[src/rtl/regfile_wport_arbiter.sv]
// Register-file write-port controller: sweeps every register to INIT_VALUE after reset,
// then arbitrates WB (priority) against debug, forcing a one-cycle stall when debug starves.
module regfile_wport_arbiter #(
    parameter int                    ADDR_SIZE    = 5,
    parameter int                    DATA_WIDTH   = 32,
    parameter logic [DATA_WIDTH-1:0] INIT_VALUE   = '0,
    parameter int                    STARVE_LIMIT = 4
) (
    input  logic                  CLK,
    input  logic                  rst,
    input  logic                  init_req,
    input  logic                  wb_we,
    input  logic [ADDR_SIZE-1:0]  wb_wa,
    input  logic [DATA_WIDTH-1:0] wb_wd,
    input  logic                  dbg_req,
    input  logic [ADDR_SIZE-1:0]  dbg_wa,
    input  logic [DATA_WIDTH-1:0] dbg_wd,
    output logic                  dbg_ack,
    output logic                  stall_req,
    output logic                  init_busy,
    output logic                  rf_we,
    output logic [ADDR_SIZE-1:0]  rf_wa,
    output logic [DATA_WIDTH-1:0] rf_wd
);

    localparam int                   SCNT_W    = $clog2(STARVE_LIMIT + 1);
    localparam logic [ADDR_SIZE-1:0] IDX_LAST  = {ADDR_SIZE{1'b1}};
    localparam logic [ADDR_SIZE-1:0] IDX_ONE   = ADDR_SIZE'(32'd1);
    localparam logic [SCNT_W-1:0]    SCNT_ONE  = SCNT_W'(32'd1);
    localparam logic [SCNT_W-1:0]    SCNT_LAST = SCNT_W'(STARVE_LIMIT - 1);

    typedef enum logic [1:0] {
        ST_SWEEP = 2'd0,
        ST_RUN   = 2'd1,
        ST_STALL = 2'd2
    } state_t;

    state_t                  state_q, state_d, nxt_state_s;
    logic [ADDR_SIZE-1:0]    idx_q, idx_d, nxt_idx_s;
    logic [SCNT_W-1:0]       scnt_q, scnt_d, nxt_scnt_s;
    logic                    dbg_sel_s;
    logic                    port_we_s;
    logic [ADDR_SIZE-1:0]    port_wa_s;
    logic [DATA_WIDTH-1:0]   port_wd_s;

    // State, sweep index and starvation counter
    always_ff @(posedge CLK or posedge rst) begin
        if (rst) begin
            state_q <= ST_SWEEP;
            idx_q   <= '0;
            scnt_q  <= '0;
        end else begin
            state_q <= state_d;
            idx_q   <= idx_d;
            scnt_q  <= scnt_d;
        end
    end

    // Arbitration and next-state selection; init_req overrides everything
    always_comb begin
        nxt_state_s = state_q;
        nxt_idx_s   = idx_q;
        nxt_scnt_s  = '0;
        dbg_sel_s   = 1'b0;
        port_we_s   = 1'b0;
        port_wa_s   = wb_wa;
        port_wd_s   = wb_wd;
        case (state_q)
            ST_SWEEP: begin
                port_we_s = 1'b1;
                port_wa_s = idx_q;
                port_wd_s = INIT_VALUE;
                nxt_idx_s = idx_q + IDX_ONE;
                if (idx_q == IDX_LAST) begin
                    nxt_state_s = ST_RUN;
                end else begin
                    nxt_state_s = ST_SWEEP;
                end
            end
            ST_RUN: begin
                if (wb_we) begin
                    port_we_s = 1'b1;
                    if (dbg_req) begin
                        nxt_scnt_s = scnt_q + SCNT_ONE;
                        if (scnt_q == SCNT_LAST) begin
                            nxt_state_s = ST_STALL;
                        end else begin
                            nxt_state_s = ST_RUN;
                        end
                    end else begin
                        nxt_scnt_s = '0;
                    end
                end else begin
                    dbg_sel_s = dbg_req;
                end
            end
            ST_STALL: begin
                // WB is ignored here even if it still asserts wb_we
                dbg_sel_s   = dbg_req;
                nxt_state_s = ST_RUN;
            end
            default: begin
                nxt_state_s = ST_SWEEP;
                nxt_idx_s   = '0;
            end
        endcase

        if (init_req) begin
            state_d = ST_SWEEP;
            idx_d   = '0;
            scnt_d  = '0;
        end else begin
            state_d = nxt_state_s;
            idx_d   = nxt_idx_s;
            scnt_d  = nxt_scnt_s;
        end
    end

    // Write-port mux; a debug write to register 0 is acked but never reaches the file
    always_comb begin
        dbg_ack = dbg_sel_s & ~init_req;
        if (dbg_ack) begin
            rf_we = |dbg_wa;
            rf_wa = dbg_wa;
            rf_wd = dbg_wd;
        end else begin
            rf_we = port_we_s;
            rf_wa = port_wa_s;
            rf_wd = port_wd_s;
        end
    end

    assign stall_req = (state_q == ST_STALL);
    assign init_busy = (state_q == ST_SWEEP);

endmodule

[config.mk]
export PLATFORM = sky130hd
export DESIGN_NAME = regfile_wport_arbiter
export DESIGN_NICKNAME = d
export VERILOG_FILES = /design/src/rtl/regfile_wport_arbiter.sv
export SDC_FILE = /design/constraint.sdc
export NUM_CORES = 1
export LEC_CHECK = 0
export ABC_AREA = 1
export CORE_MARGIN = 10
export CORE_UTILIZATION = 30
export CTS_BUF_LIST = sky130_fd_sc_hd__clkbuf_4 sky130_fd_sc_hd__clkbuf_8 sky130_fd_sc_hd__clkbuf_16
export DETAILED_ROUTE_END_ITERATION = 10
export PLACE_DENSITY = 0.76
export SETUP_SLACK_MARGIN = 0.5
export SLEW_MARGIN = 20
export SYNTH_ARGS = -nofsm -noshare
export SYNTH_HDL_FRONTEND = slang
export SYNTH_SLANG_ARGS = --single-unit
export TNS_END_PERCENT = 50
[constraint.sdc]
create_clock -name CLK -period 2.76 [get_ports CLK]
set_clock_uncertainty 0.15 [all_clocks]
set_input_delay 0.552 -clock CLK [delete_from_list [all_inputs] [get_ports CLK]]
set_output_delay 0.552 -clock CLK [all_outputs]
set_load 0.005 [all_outputs]
==> results.json <==
{
  "die_h_um": 91.3,
  "hold_violations": 0,
  "synth.distinct_cells": 19,
  "synth_area_leaders": "nand2_1, dfrtp_1, nand3_1, inv_1, nor2_1",
  "ys_ff_latch": 10,
  "design.core.area_mm2": 0.00482,
  "drv_slew": 0,
  "peakVddDrop_mv": 0.352,
  "path_buf_inv": 6,
  "clk_pin_slew_ps": 50,
  "status": "complete, no violations",
  "ant_nets": 0,
  "cp.arrival_ps": 1940,
  "critical_path.top_delay_family": "buffers and inverters",
  "fin_nets": 535,
  "synth_top_family_by_area": "simple AND/OR/NAND/NOR gates",
  "clockBufferDepth": 2,
  "cts_buffers": 3,
  "drc_errors": 0,
  "power.internal_w": 0.000467,
  "clock.fmax_mhz": 378,
  "crit_path_end_kind": "output port",
  "cap_viol_max_count": 0,
  "power.switching_w": 0.000185,
  "power_frac_comb_pct": 42.2,
  "worst_path_most_repeated_cell": "buf_6",
  "p_sw_share_pct": 28.4,
  "yosysTopAreaCellShare_pct": 26.8,
  "p_per_area_mw_per_mm2": 191,
  "grt_pass1_vias": 2279,
  "cts_root_buf": "clkbuf_8",
  "via_per_inst": 4.67,
  "avgSynthCellArea_um2": 5.26,
  "final_cell_mix": "nand2_1, clkdlybuf4s50_1, inv_1, nand3_1, nor2_1",
  "rows": 25,
  "grt_usage_pct": 17.6,
  "cp.required_ps": 2060,
  "yosys.area_share.simple_pct": 54.8,
  "tightest_slew_ps": 389,
  "clock-sinks": 10,
  "synth_area_mm2": 0.00153,
  "dp.cells": 474,
  "fin_crit_sh_pct": 95.8,
  "start_kind": "register",
  "synth_cells": 290,
  "antenna_found_initial": 0,
  "async_flop_share_pct": 100,
  "final_area_mm2": 0.00341,
  "crit_chain": "inv_2 -> ha_4 -> nand2_4 -> nor2_4 -> buf_6 -> nand2_8 -> buf_12 -> buf_6 -> buf_6 -> nand2_2 -> nand2_2 -> buf_6",
  "slew_headroom_pct": 74.0,
  "finalWorstSetupSlack_ps": 116,
  "crit_type": "register to output port",
  "placed_area_mm2": 0.00283,
  "cp_max_fo": 5,
  "synth_mux_area_share_pct": 0,
  "setup_viol": 0,
  "rsz0062_at_grt": "true",
  "wl_per_cell_um": 15.8,
  "dp_hpwl_um": 5570,
  "hp-class": "register to register",
  "grt_first_pass_wirelength_um": 12100,
  "synth_warnings": 0,
  "seqPwrFrac_pct": 29.1,
  "place_ws_ps": -128,
  "floorplan.initialDensity_pct": 31.7,
  "final_layout_size_suffix_gt1_share_pct": 30.4,
  "antenna-diode-count": 0,
  "synth_xor_area_share_pct": 0,
  "synth-main-ff-cell": "dfrtp_1",
  "yosys.area.top_type": "nand2_1",
  "synth-seq-area-share_pct": 16.4,
  "min_period_ps": 2640,
  "slowest_stage": "dfrtp_1",
  "gp_congestion": 0.874,
  "routed_wl_um": 8110,
  "die_area_mm2": 0.00834,
  "grt_overflow": 0,
  "final_common_cell": "nand2_1",
  "fin_cells": 514,
  "io_pins": 120,
  "syn-num-nets": 377,
  "synthAdderAreaFrac_pct": 6.56,
  "portBuffers": 119,
  "synthToLayoutAreaGrowth_pct": 123,
  "cts_hold_buf": 0,
  "chipWidth_um": 91.3,
  "synth_edf_count": 0,
  "power.share.clock_pct": 28.7,
  "htreeDepth": 1,
  "clk_latency_ps": 240,
  "p_leak_nw": 1.87,
  "dr.pass1.iters": 4,
  "initialDrtViolationCount": 74,
  "synth_compound_area_share_pct": 2.13,
  "critPathMaxStageDelay_ps": 380,
  "num_vias": 2398,
  "cts_tree": "built",
  "grt_max_degree": 26
}
what timing repair did:
action                                  in CTS  in global routing
cloned                                       4                  3
resized for setup                          202                 38
pin swaps                                    6                 11
buffers inserted                            16                 13
endpoints found under the setup margin      40                 40
routing by layer:
layer | wire, um | GRT usage (%) | share of wire [%]
met1 | 3470 | 20.2 | 43
met2 | 3980 | 31.9 | 49
met3 | 568 | 4.20 | 7.0
met4 | 83 | 4.18 | 1.0
met5 | 0 | 0 | 0
kinds of logic after synthesis:
| group | Yosys count |
|---|---|
| fa+ha+maj | 8 |
| compound gates | 6 |
| buf+inv | 66 |
| flops | 10 |
| simple gates | 200 |
sequential cells by signal, summed over array words and instances (netlist names):
name	flops
idx_q	5
scnt_q	3
state_q	2
power by group through the flow:
stage          Combinational [W]  Sequential (W)  Clock, W
2_1_floorplan          0.0000825        0.000186         0
3_3_place_gp            0.000248        0.000191         0
3_5_place_dp            0.000251        0.000192         0
4_1_cts                 0.000239        0.000190  0.000194
5_1_grt                 0.000304        0.000193  0.000198
6_report                0.000276        0.000190  0.000187
Yosys cell counts (2+ instances only):
master,instances
nand2_1,109
inv_1,49
nand3_1,46
nor2_1,37
dfrtp_1,10
ha_1,8
buf_6,6
buf_2,5
o21ai_0,5
clkbuf_1,3
buf_4,2
nand4_1,2
nor3_1,2
path summary, 6_finish.rpt:
path / endpoint / slack, ps / cells after the start / start
min: scnt_q[0] / 290 / 1 / scnt_q[0]
max: rf_wa[1] / 120 / 12 / state_q[0]
max in group asynchronous: state_q[0] / 1740 / 2 / rst
max reg2reg: scnt_q[1] / 1160 / 7 / state_q[1]
min reg2reg: scnt_q[0] / 290 / 1 / scnt_q[0]
min in group asynchronous: idx_q[2] / 440 / 2 / rst
per-stage QoR:
step / setup TNS, ps / util [%] / power (W) / hold WS, ps
finish: 0 / 70.8 / 0.000653 / 290
global route: 0 / 70.8 / 0.000695 / 310
CTS: 0 / 64.6 / 0.000622 / 297
detailed placement: -4110 / 58.6 / 0.000443 / 291
global placement: -3740 / 58.6 / 0.000439 / 281
floorplan: 0 / - / 0.000269 / 242
cell type report:
class	instances	area, um^2
Clock buffer	4	55.1
Fill cell	412	1410
Inverter	50	188
Multi-Input combinational cell	214	1140
Sequential cell	10	250
Tap cell	67	83.8
Timing Repair Buffer	169	1700
(Power assumes the default switching activity.)
